$ cat src/rtl/tproc_pkg.sv
// rtl/tproc_pkg.sv - shared widths, instruction field offsets and FSM encodings for the tensor processor
package tproc_pkg;
    localparam int DATA_W     = 128;
    localparam int BUF_ADDR_W = 15;
    localparam int EXT_ADDR_W = 16;
    localparam int LEN_W      = 8;
    localparam int BUF_RD_LAT = 2;

    // Store-instruction field positions, kept in step with the instruction parser
    localparam int         OPC_LSB    = 0;
    localparam int         OPC_W      = 4;
    localparam int         MEMSEL_LSB = 4;
    localparam int         LEN_LSB    = 12;
    localparam int         SRC_LSB    = 20;
    localparam int         DST_LSB    = 35;
    localparam logic [3:0] OPC_STORE  = 4'h3;

    typedef enum logic [1:0] {
        ST_IDLE,
        ST_ISSUE,
        ST_DRAIN,
        ST_DONE
    } st_store_e;
endpackage

$ cat src/rtl/store_skid_fifo.sv
// rtl/store_skid_fifo.sv - small synchronous FIFO absorbing buffer read returns under write backpressure
module store_skid_fifo #(
    parameter int WIDTH = 8,
    parameter int DEPTH = 4
) (
    input  logic                         clk,
    input  logic                         rst,
    input  logic                         push,
    input  logic                         pop,
    input  logic [WIDTH-1:0]             din,
    output logic [WIDTH-1:0]             dout,
    output logic                         empty,
    output logic                         full,
    output logic [$clog2(DEPTH+1)-1:0]   count
);
    localparam int PTR_W = (DEPTH > 1) ? $clog2(DEPTH) : 1;
    localparam int CNT_W = $clog2(DEPTH + 1);

    logic [WIDTH-1:0] r_mem [DEPTH];
    logic [PTR_W-1:0] r_wr_ptr;
    logic [PTR_W-1:0] r_rd_ptr;
    logic [CNT_W-1:0] r_count;
    logic             w_do_push;
    logic             w_do_pop;

    function automatic logic [PTR_W-1:0] next_ptr(input logic [PTR_W-1:0] p);
        return (p == PTR_W'(DEPTH - 1)) ? '0 : p + PTR_W'(1);
    endfunction

    assign empty     = (r_count == '0);
    assign full      = (r_count == CNT_W'(DEPTH));
    assign count     = r_count;
    assign dout      = r_mem[r_rd_ptr];
    assign w_do_pop  = pop && !empty;
    assign w_do_push = push && (!full || w_do_pop);

    always_ff @(posedge clk) begin
        if (rst) begin
            r_wr_ptr <= '0;
            r_rd_ptr <= '0;
            r_count  <= '0;
        end else begin
            if (w_do_push) r_wr_ptr <= next_ptr(r_wr_ptr);
            if (w_do_pop)  r_rd_ptr <= next_ptr(r_rd_ptr);
            if (w_do_push && !w_do_pop)      r_count <= r_count + CNT_W'(1);
            else if (w_do_pop && !w_do_push) r_count <= r_count - CNT_W'(1);
        end
    end

    always_ff @(posedge clk) begin
        if (w_do_push) r_mem[r_wr_ptr] <= din;
    end

    overflow_check: assert property (@(posedge clk) disable iff (rst) !(push && full && !pop));
endmodule

$ cat src/rtl/o_feature_store.sv
// rtl/o_feature_store.sv - output-feature writeback: on-chip buffer reads streamed to an external write port
module o_feature_store #(
    parameter int DATA_W     = tproc_pkg::DATA_W,
    parameter int BUF_ADDR_W = tproc_pkg::BUF_ADDR_W,
    parameter int EXT_ADDR_W = tproc_pkg::EXT_ADDR_W,
    parameter int LEN_W      = tproc_pkg::LEN_W,
    parameter int BUF_RD_LAT = tproc_pkg::BUF_RD_LAT
) (
    input  logic                  clk,
    input  logic                  rst,
    input  logic                  store_enable,
    input  logic [BUF_ADDR_W-1:0] src_addr,
    input  logic [EXT_ADDR_W-1:0] dst_addr,
    input  logic [LEN_W-1:0]      store_len,
    input  logic [7:0]            mem_sel,
    output logic                  buf_rd_en,
    output logic [BUF_ADDR_W-1:0] buf_rd_addr,
    output logic                  buf_bank_sel,
    input  logic [DATA_W-1:0]     buf_rd_data,
    output logic                  ext_wr_en,
    output logic [EXT_ADDR_W-1:0] ext_wr_addr,
    output logic [DATA_W-1:0]     ext_wr_data,
    input  logic                  ext_wr_ready,
    output logic                  busy,
    output logic                  store_done
);
    import tproc_pkg::*;

    localparam int FIFO_DEPTH = BUF_RD_LAT + 2;
    localparam int CNT_W      = $clog2(FIFO_DEPTH + 1);
    localparam int SUM_W      = CNT_W + 1;
    localparam int IDX_W      = LEN_W + 1;

    st_store_e             r_state;
    st_store_e             w_state_nxt;
    logic [BUF_ADDR_W-1:0] r_src;
    logic [EXT_ADDR_W-1:0] r_dst;
    logic [IDX_W-1:0]      r_len;
    logic [IDX_W-1:0]      r_rd_idx;
    logic [IDX_W-1:0]      r_wr_idx;
    logic                  r_bank;
    logic [BUF_RD_LAT-1:0] r_vld;

    logic                  w_rd_en;
    logic                  w_done;
    logic [SUM_W-1:0]      w_in_flight;
    logic                  w_credit_ok;
    logic                  w_ret;
    logic                  w_wr_en;
    logic                  w_accept;
    logic                  w_fifo_push;
    logic                  w_fifo_pop;
    logic [DATA_W-1:0]     w_fifo_dout;
    logic                  w_fifo_empty;
    logic                  w_fifo_full;
    logic [CNT_W-1:0]      w_fifo_count;
    logic                  w_unused;

    assign w_unused = ^{mem_sel[7:1], w_fifo_full};

    always_comb begin
        w_in_flight = '0;
        for (int i = 0; i < BUF_RD_LAT; i++) begin
            w_in_flight = w_in_flight + SUM_W'(r_vld[i]);
        end
    end

    // Issue only while every outstanding read is guaranteed a FIFO slot
    assign w_credit_ok = (w_in_flight + SUM_W'(w_fifo_count)) < SUM_W'(FIFO_DEPTH);

    always_comb begin
        w_state_nxt = r_state;
        w_rd_en     = 1'b0;
        w_done      = 1'b0;
        case (r_state)
            ST_IDLE: begin
                if (store_enable) w_state_nxt = (store_len == '0) ? ST_DONE : ST_ISSUE;
            end
            ST_ISSUE: begin
                if (w_credit_ok) begin
                    w_rd_en = 1'b1;
                    if (r_rd_idx == r_len - IDX_W'(1)) w_state_nxt = ST_DRAIN;
                end
            end
            ST_DRAIN: begin
                if (r_wr_idx == r_len) w_state_nxt = ST_DONE;
            end
            ST_DONE: begin
                w_done      = 1'b1;
                w_state_nxt = ST_IDLE;
            end
            default: w_state_nxt = ST_IDLE;
        endcase
    end

    // A returning word goes straight to the write port when nothing is queued ahead of it
    assign w_ret       = r_vld[BUF_RD_LAT-1];
    assign w_wr_en     = !w_fifo_empty || w_ret;
    assign w_accept    = w_wr_en && ext_wr_ready;
    assign w_fifo_pop  = !w_fifo_empty && w_accept;
    assign w_fifo_push = w_ret && !(w_fifo_empty && w_accept);

    always_ff @(posedge clk) begin
        if (rst) begin
            r_state  <= ST_IDLE;
            r_src    <= '0;
            r_dst    <= '0;
            r_len    <= '0;
            r_rd_idx <= '0;
            r_wr_idx <= '0;
            r_bank   <= 1'b0;
            r_vld    <= '0;
        end else begin
            r_state <= w_state_nxt;
            r_vld   <= (r_vld << 1) | BUF_RD_LAT'(w_rd_en);
            if (r_state == ST_IDLE && store_enable) begin
                r_src    <= src_addr;
                r_dst    <= dst_addr;
                r_len    <= {1'b0, store_len};
                r_bank   <= mem_sel[0];
                r_rd_idx <= '0;
                r_wr_idx <= '0;
            end else begin
                if (w_rd_en)  r_rd_idx <= r_rd_idx + IDX_W'(1);
                if (w_accept) r_wr_idx <= r_wr_idx + IDX_W'(1);
            end
        end
    end

    store_skid_fifo #(
        .WIDTH (DATA_W),
        .DEPTH (FIFO_DEPTH)
    ) u_skid (
        .clk   (clk),
        .rst   (rst),
        .push  (w_fifo_push),
        .pop   (w_fifo_pop),
        .din   (buf_rd_data),
        .dout  (w_fifo_dout),
        .empty (w_fifo_empty),
        .full  (w_fifo_full),
        .count (w_fifo_count)
    );

    assign buf_rd_en    = w_rd_en;
    assign buf_rd_addr  = r_src + BUF_ADDR_W'(r_rd_idx);
    assign buf_bank_sel = r_bank;
    assign ext_wr_en    = w_wr_en;
    assign ext_wr_addr  = r_dst + EXT_ADDR_W'(r_wr_idx);
    assign ext_wr_data  = !w_fifo_empty ? w_fifo_dout : (w_ret ? buf_rd_data : '0);
    assign busy         = (r_state != ST_IDLE);
    assign store_done   = w_done;
endmodule

$ cat config.mk
export PLATFORM = sky130hd
export DESIGN_NAME = o_feature_store
export DESIGN_NICKNAME = d
export VERILOG_FILES = /design/src/rtl/tproc_pkg.sv /design/src/rtl/store_skid_fifo.sv /design/src/rtl/o_feature_store.sv
export SDC_FILE = /design/constraint.sdc
export NUM_CORES = 1
export LEC_CHECK = 0
export BUFFER_PORTS_ARGS = -buffer_cell sky130_fd_sc_hd__buf_2
export CAP_MARGIN = 20
export CORE_UTILIZATION = 52
export CTS_CLUSTER_DIAMETER = 60
export DETAILED_ROUTE_END_ITERATION = 10
export PLACE_DENSITY = 0.88
export SLEW_MARGIN = 10
export SYNTH_ARGS = -nofsm -noshare
export SYNTH_HDL_FRONTEND = slang
export SYNTH_SLANG_ARGS = --single-unit
$ cat constraint.sdc
create_clock -name clk -period 4.9 [get_ports clk]
set_clock_uncertainty 0.1 [all_clocks]
set_input_delay 1.225 -clock clk [delete_from_list [all_inputs] [get_ports clk]]
set_output_delay 1.225 -clock clk [all_outputs]
set_load 0.05 [all_outputs]
## Word-level counts from Yosys, hierarchy flattened

Memories as Yosys holds them, arrays and structs flattened. A register that Yosys moved wholly into a read port is not among the register bits.
Index checks and enable logic that the tools add are counted.

- $add $sub $neg: 11
- $mul: 0
- Divide/modulo/power cells: 0
- $lt $le $gt $ge: 1
- Equality and inequality tests: 12
- Shift operators: 0
- Multiplexer cells: 19
- Bitwise gates (word level): 1
- Reductions and logical operators: 23

Operator list:

| operator | number |
|---|---|
| 128-bit 2-to-1 mux | 2 |
| 9-bit by 1-bit adder with 9-bit output (second input constant) | 2 |
| 2-bit 2-to-1 mux | 9 |
| 16-bit by 9-bit adder with 16-bit output | 1 |
| 15-bit by 9-bit adder with 15-bit output | 1 |
| 9-bit by 8-bit == test with 1-bit output | 1 |
| 9-bit == test | 1 |
| 1-bit logical AND | 9 |
| 8-bit by 1-bit subtractor with 9-bit output (second input constant) | 1 |
| 2-bit == test (second input constant) | 4 |
| 8-bit logical NOT | 1 |
| 2-bit inequality test (second input constant) | 4 |
| 2-bit case mux with 4 select lines | 1 |
| 3-bit 2-to-1 mux | 2 |
| 1-bit logical NOT | 5 |
| 1-bit 2-to-1 mux | 5 |
| 2-bit by 1-bit adder with 2-bit output (second input constant) | 2 |
| 2-bit by 3-bit adder with 4-bit output | 1 |
| 4-bit by 3-bit < comparator with 1-bit output (second input constant) | 1 |
| 4-bit AND reduction | 1 |
| 2-bit nonzero test | 2 |
| 3-bit by 1-bit adder with 3-bit output (second input constant) | 1 |
| 3-bit == test (second input constant) | 1 |
| 3-bit logical NOT | 1 |
| 7 further kinds | 8 |

- Flip-flop bits (word level): 69
- Latch bits: 0
- RAM bits: 512
- Memory bits (read-only): 0
- Output and inout port bits: 164
- Logic and storage cells: 79
- Memories kept: 1

Memory list:

| memory | words | bits a word | rd ports | clocked after memory_dff | write ports | RTL line | source |
|---|---|---|---|---|---|---|---|
| u_skid.r_mem | 4 | 128 | 1 | 1 | 1 | store_skid_fifo.sv:19 | `logic [WIDTH-1:0] r_mem [DEPTH];` |

## Logic depth before layout (Yosys ltp)

- Depth after elaboration: 12
- Mapped depth: 11

## By module

From an unflattened synthesis, not the netlist that was laid out.

- Cell total of the unflattened synthesis: 1612
- Area, all modules: 24354.6 sq um

Modules (own cells, without submodules):

| module | instances | cells an instance | area each (sq um) | seq. area each (sq um) |
|---|---|---|---|---|
| store_skid_fifo | 1 | 715 | 18875.6 | 15554.9 |
| o_feature_store | 1 | 897 | 5479.0 | 1241.2 |

## Worst setup path after synthesis

OpenSTA, ideal clock, no wires.

- Path kind: input port to flip-flop
- Start: in ext_wr_ready
- End: mem u_skid.r_mem[2][0] (netlist name) (enable)
- Library setup time: 502 ps
- Data arrival time: 4680 ps
- Slack: -382 ps
- Stages: 4
- Buffers on the path: 1
- Cells stage by stage: xnor2_1 -> o31a_1 -> clkbuf_1 -> and2_1

- Word-level cells in the longest chain between the ends: 7
- Elaborated cells between the ends (all ways): 10
- Those cells by class: mux: 2; reduce/logical: 8

RTL lines:

| item | RTL line | source |
|---|---|---|
| from (decl) | o_feature_store.sv:23 | `input logic ext_wr_ready,` |
| 1-bit logical AND (*) | o_feature_store.sv:99 | `assign w_accept = w_wr_en && ext_wr_ready;` |
| 1-bit logical AND (on tied branches) | o_feature_store.sv:101, o_feature_store.sv:100 |  |
| 1-bit logical NOT or 1-bit logical AND (tied branches) | o_feature_store.sv:101, store_skid_fifo.sv:34 |  |
| 1-bit logical AND or 1-bit logical OR (tied branches) | o_feature_store.sv:101, store_skid_fifo.sv:35 |  |
| 1-bit logical AND (*) | store_skid_fifo.sv:35 | `assign w_do_push = push && (!full \|\| w_do_pop);` |
| named net u_skid.w_do_push | store_skid_fifo.sv:23 | `logic w_do_push;` |
| 1-bit 2-to-1 mux (*) | store_skid_fifo.sv:51 | `if (w_do_push) r_mem[r_wr_ptr] <= din;` |
| 1-bit 2-to-1 mux (implied by the code) (*) | store_skid_fifo.sv:51 |  |
| to (decl) | store_skid_fifo.sv:19 |  |

The timed path passes the listed nets; every way through them passes the cells marked *.

## Worst setup path after layout

- Start: reg r_wr_idx[0]
- End: out ext_wr_addr[12]

- Word-level cells in the longest chain between the ends: 1

RTL lines:

| item | RTL line | source |
|---|---|---|
| from (decl) | o_feature_store.sv:40 | `logic [IDX_W-1:0] r_wr_idx;` |
| from (signal assigned) | o_feature_store.sv:125 | `if (w_accept) r_wr_idx <= r_wr_idx + IDX_W'(1);` |
| 16-bit by 9-bit adder with 16-bit output | o_feature_store.sv:149 | `assign ext_wr_addr = r_dst + EXT_ADDR_W'(r_wr_idx);` |
| to (decl) | o_feature_store.sv:21 | `output logic [EXT_ADDR_W-1:0] ext_wr_addr,` |

Every way passes these cells.

==> run_results.csv <==
group,metric,value,unit
floorplan,core,45770,sq um
worst_setup_path,critPathMaxStageDelay,0.46,ns
cts,cts_buffer_depth,3,
timing,setup-violations-final,0,
route,drt_pre_antenna_iters,7,
floorplan,initial_core_util,0.5317,
synth,synth_cell_type_count,48,
worst_setup_path,worstReg2RegStart,"r_vld[1]",
synth,synth-edff-count,512,
route,drtIter0Drc,1473,
worst_setup_path,arrival,3.33,ns
power_and_ir_drop,p_leak,9.967,nW
cts,cts_resized,0,
outcome,outcome,"finished, final reports clean",
job,maxCapViolCount,0,
timing,fin_crit_sh,0.9507,
worst_setup_path,cp-start-kind,"register",
placed_design,hpwlAfterDp,32460,um
synth,synthArstFlopShare,0,
power_and_ir_drop,p_per_area,595.2,nW/um^2
worst_hold_path,min-delay-start,"r_vld[0]",
cts,cts_sinks,583,
timing,finalHoldViolations,0,
cts,ctsHoldBuffers,0,
cts,postCtsSetupBuffers,0,
synth,ys_seq_elements,583,
timing,slew_viol_final,0,
timing,fmax,0.2147,GHz
worst_hold_path,hold-path-endpoint,"r_vld[1]",
global_routing,grt_pass1_vias,15497,
global_routing,gr-total-overflow,0,
worst_setup_path,critPathSlowestCell,"dfxtp_1",
synth,ys_warn_count,0,
route,wl_per_cell,21.02,um
worst_hold_path,hold_depth,1,
synth,synth_fp_nets,1846,
cts,root_buffer,"clkbuf_16",
synth,syn_area,24340,sq um
route,drt_wl_total,54620,um
global_routing,grt_use_total,0.2285,
power_and_ir_drop,p_total,17.00,mW
floorplan,die_h,218.3,um
cts,clock_latency,0.62,ns
worst_setup_path,worst-setup-path-type,"reg2out",
floorplan,die_w,218.3,um
cells_and_area,drive_gt1_frac,0.2929,
floorplan,rows,78,
synth,syn_inst,1631,
synth,yosysSeqAreaShare,0.6902,
worst_setup_path,critPathMaxFanout,5,
floorplan,die_area,47670,sq um
global_routing,grt_max_degree,109,
worst_setup_path,ff2ff_path_depth,8,
worst_setup_path,path_cells,"ha_1 -> inv_1 -> fa_1 -> nor2b_1 -> o21ai_0 -> a21boi_1 -> o21bai_1 -> a21oi_1 -> nand3_1 -> xnor2_1 -> buf_2",
cells_and_area,final_core_util,0.6239,
synth,synthFlopType,"edfxtp_1",
synth,synth_area_per_cell,14.92,sq um
cts,tritoncts,"yes",
placed_design,gp_congestion,0.8872,
route,drc,0,
global_routing,grt_antenna_before_repair,5,
cells_and_area,nets,2165,
route,final_antenna_net_count,0,
worst_setup_path,rr_endpoint,"u_skid.count[2]",
worst_setup_path,reg2reg_slack,1.91,ns
power_and_ir_drop,ir_drop,865.9,uV
timing,slew_headroom,0.3935,
worst_setup_path,critPathRequiredTime,3.58,ns
route,vias,15121,
route,avgViaCountPerCell,5.820,
cts,clkTransAtPathRegs,0.06,ns
cts,htreeDepth,2,
worst_hold_path,hp-class,"reg2reg",
cells_and_area,fillers,3226,
global_routing,grt_pass1_wl,83790,um
placed_design,portBuffers,335,
timing,setup_tns,0,ns
cts,cts_buffers,58,
timing,worst_slew_pin_slew,0.9097,ns
cells_and_area,syn_to_final_growth,17.35,%
worst_setup_path,cp_num_buf_inv,2,
floorplan,ios,343,
worst_setup_path,path_delay_family,"compound AO/OA/AOI/OAI gates",
worst_setup_path,cp-end-kind,"output pin",
timing,period_needed,4.658,ns
## layout make-up
| type | count | area, sq um | area share |
|---|---|---|---|
| Clock buffer | 70 | 1536 | 0.05380 |
| Antenna cell | 1 | 2.502 | 0.00008763 |
| Inverter | 25 | 93.84 | 0.003286 |
| Timing Repair Buffer | 358 | 1977 | 0.06923 |
| Tap cell | 600 | 750.7 | 0.02629 |
| Clock inverter | 37 | 309.0 | 0.01082 |
| Sequential cell | 583 | 16810 | 0.5885 |
| Multi-Input combinational cell | 924 | 7081 | 0.2479 |
## worst reg2reg max path, stage by stage (launching register included)
cell     delay (ns)
dfxtp_4        0.71
buf_12         0.38
o31a_1         0.40
ha_1           0.24
inv_1          0.06
fa_1           0.37
xor2_1         0.17
or3_1          0.31
a21oi_1        0.17
## through the flow
step	area, sq um	cells	setup WS (ns)	hold slack (ns)
after global routing	28560	2598	-0.008563	0.3774
after floorplan	24340	1631	0.7883	0.3406
after global placement	26700	2490	0.8992	0.3394
final	28560	2598	0.2417	0.3618
after CTS	28550	2597	0.09510	0.3622
after detailed placement	26700	2490	0.7965	0.3539
## layer usage
layer	track usage	wire length (um)
met1	0.2848	21280
met2	0.3899	27610
met3	0.04690	4092
met4	0.09324	1606
met5	0	34
## synthesized netlist by cell type (all sizes together) (2+ instances only)
cell type | n | share of area
nand2 | 356 | 0.055
fa | 3 | 0.0025
nor2b | 8 | 0.0021
buf | 23 | 0.0042
nor4 | 4 | 0.0013
o21a | 3 | 0.00093
ha | 33 | 0.017
nand3 | 9 | 0.0019
xnor2 | 39 | 0.014
dfxtp | 71 | 0.058
and2 | 7 | 0.0018
mux2i | 2 | 0.00082
and4 | 2 | 0.00077
o21bai | 2 | 0.00062
o21ai | 145 | 0.030
a21o | 4 | 0.0012
nor2 | 44 | 0.0071
and3 | 8 | 0.0021
inv | 25 | 0.0039
xor2 | 23 | 0.0083
nand2b | 2 | 0.00051
clkbuf | 76 | 0.012
nor3 | 7 | 0.0014
mux4 | 128 | 0.12
o31a | 3 | 0.0011
a21oi | 62 | 0.013
edfxtp | 512 | 0.63
or3 | 6 | 0.0015
nand4 | 9 | 0.0023
a31oi | 3 | 0.00077
## report_power, final
part,switching (mW),internal [mW],total (mW)
clock,1.86,2.40,4.26
combinational,5.21,1.75,6.96
sequential,0.207,5.57,5.78
total,7.27,9.72,17.0
## state kept, by name (all words and copies together), names as in the netlist, 3 cells and up, named ones only
register and count:
r_dst 16, r_len 8, r_rd_idx 9, r_src 15, u_skid.count 3, u_skid.r_mem 512, r_wr_idx 9
## worst max path at each step
| stage | slack [ns] | from | depth (start not counted) | end |
|---|---|---|---|---|
| 2_1_floorplan | 0.79 | r_wr_idx[0] | 10 | ext_wr_addr[14] |
| 3_3_place_gp | 0.90 | r_wr_idx[0] | 11 | ext_wr_addr[14] |
| 3_5_place_dp | 0.80 | r_wr_idx[0] | 11 | ext_wr_addr[12] |
| 4_1_cts | 0.1 | r_wr_idx[0] | 11 | ext_wr_addr[12] |
| 5_1_grt | -0.009 | r_rd_idx[0] | 11 | buf_rd_addr[14] |
| 6_report | 0.24 | r_wr_idx[0] | 11 | ext_wr_addr[12] |
## logic make-up after synthesis
logic type      count (synthesis)  share of synthesized area
mux                           130                     0.1193
xor+xnor                       62                    0.02231
fa+ha+maj                      36                    0.01943
buf+inv                       124                    0.01979
flops                         583                     0.6902
compound gates                231                    0.05034
simple gates                  465                    0.07866
## cell usage in the layout, fill, tap and decap left out, types with 5 or more instances in the layout
master,instances
a21oi_1,62
and3_1,8
buf_12,10
buf_2,334
buf_4,13
clkbuf_1,8
clkbuf_16,58
clkinv_1,14
clkinv_2,9
clkinvlp_4,6
dfxtp_1,68
edfxtp_1,512
ha_1,33
inv_1,25
mux4_2,128
nand2_1,356
nand3_1,9
nand4_1,9
nor2_1,42
nor2b_1,8
nor3_1,7
o21ai_0,145
or3_1,5
xnor2_1,39
xor2_1,23
(Power assumes the default switching activity.)
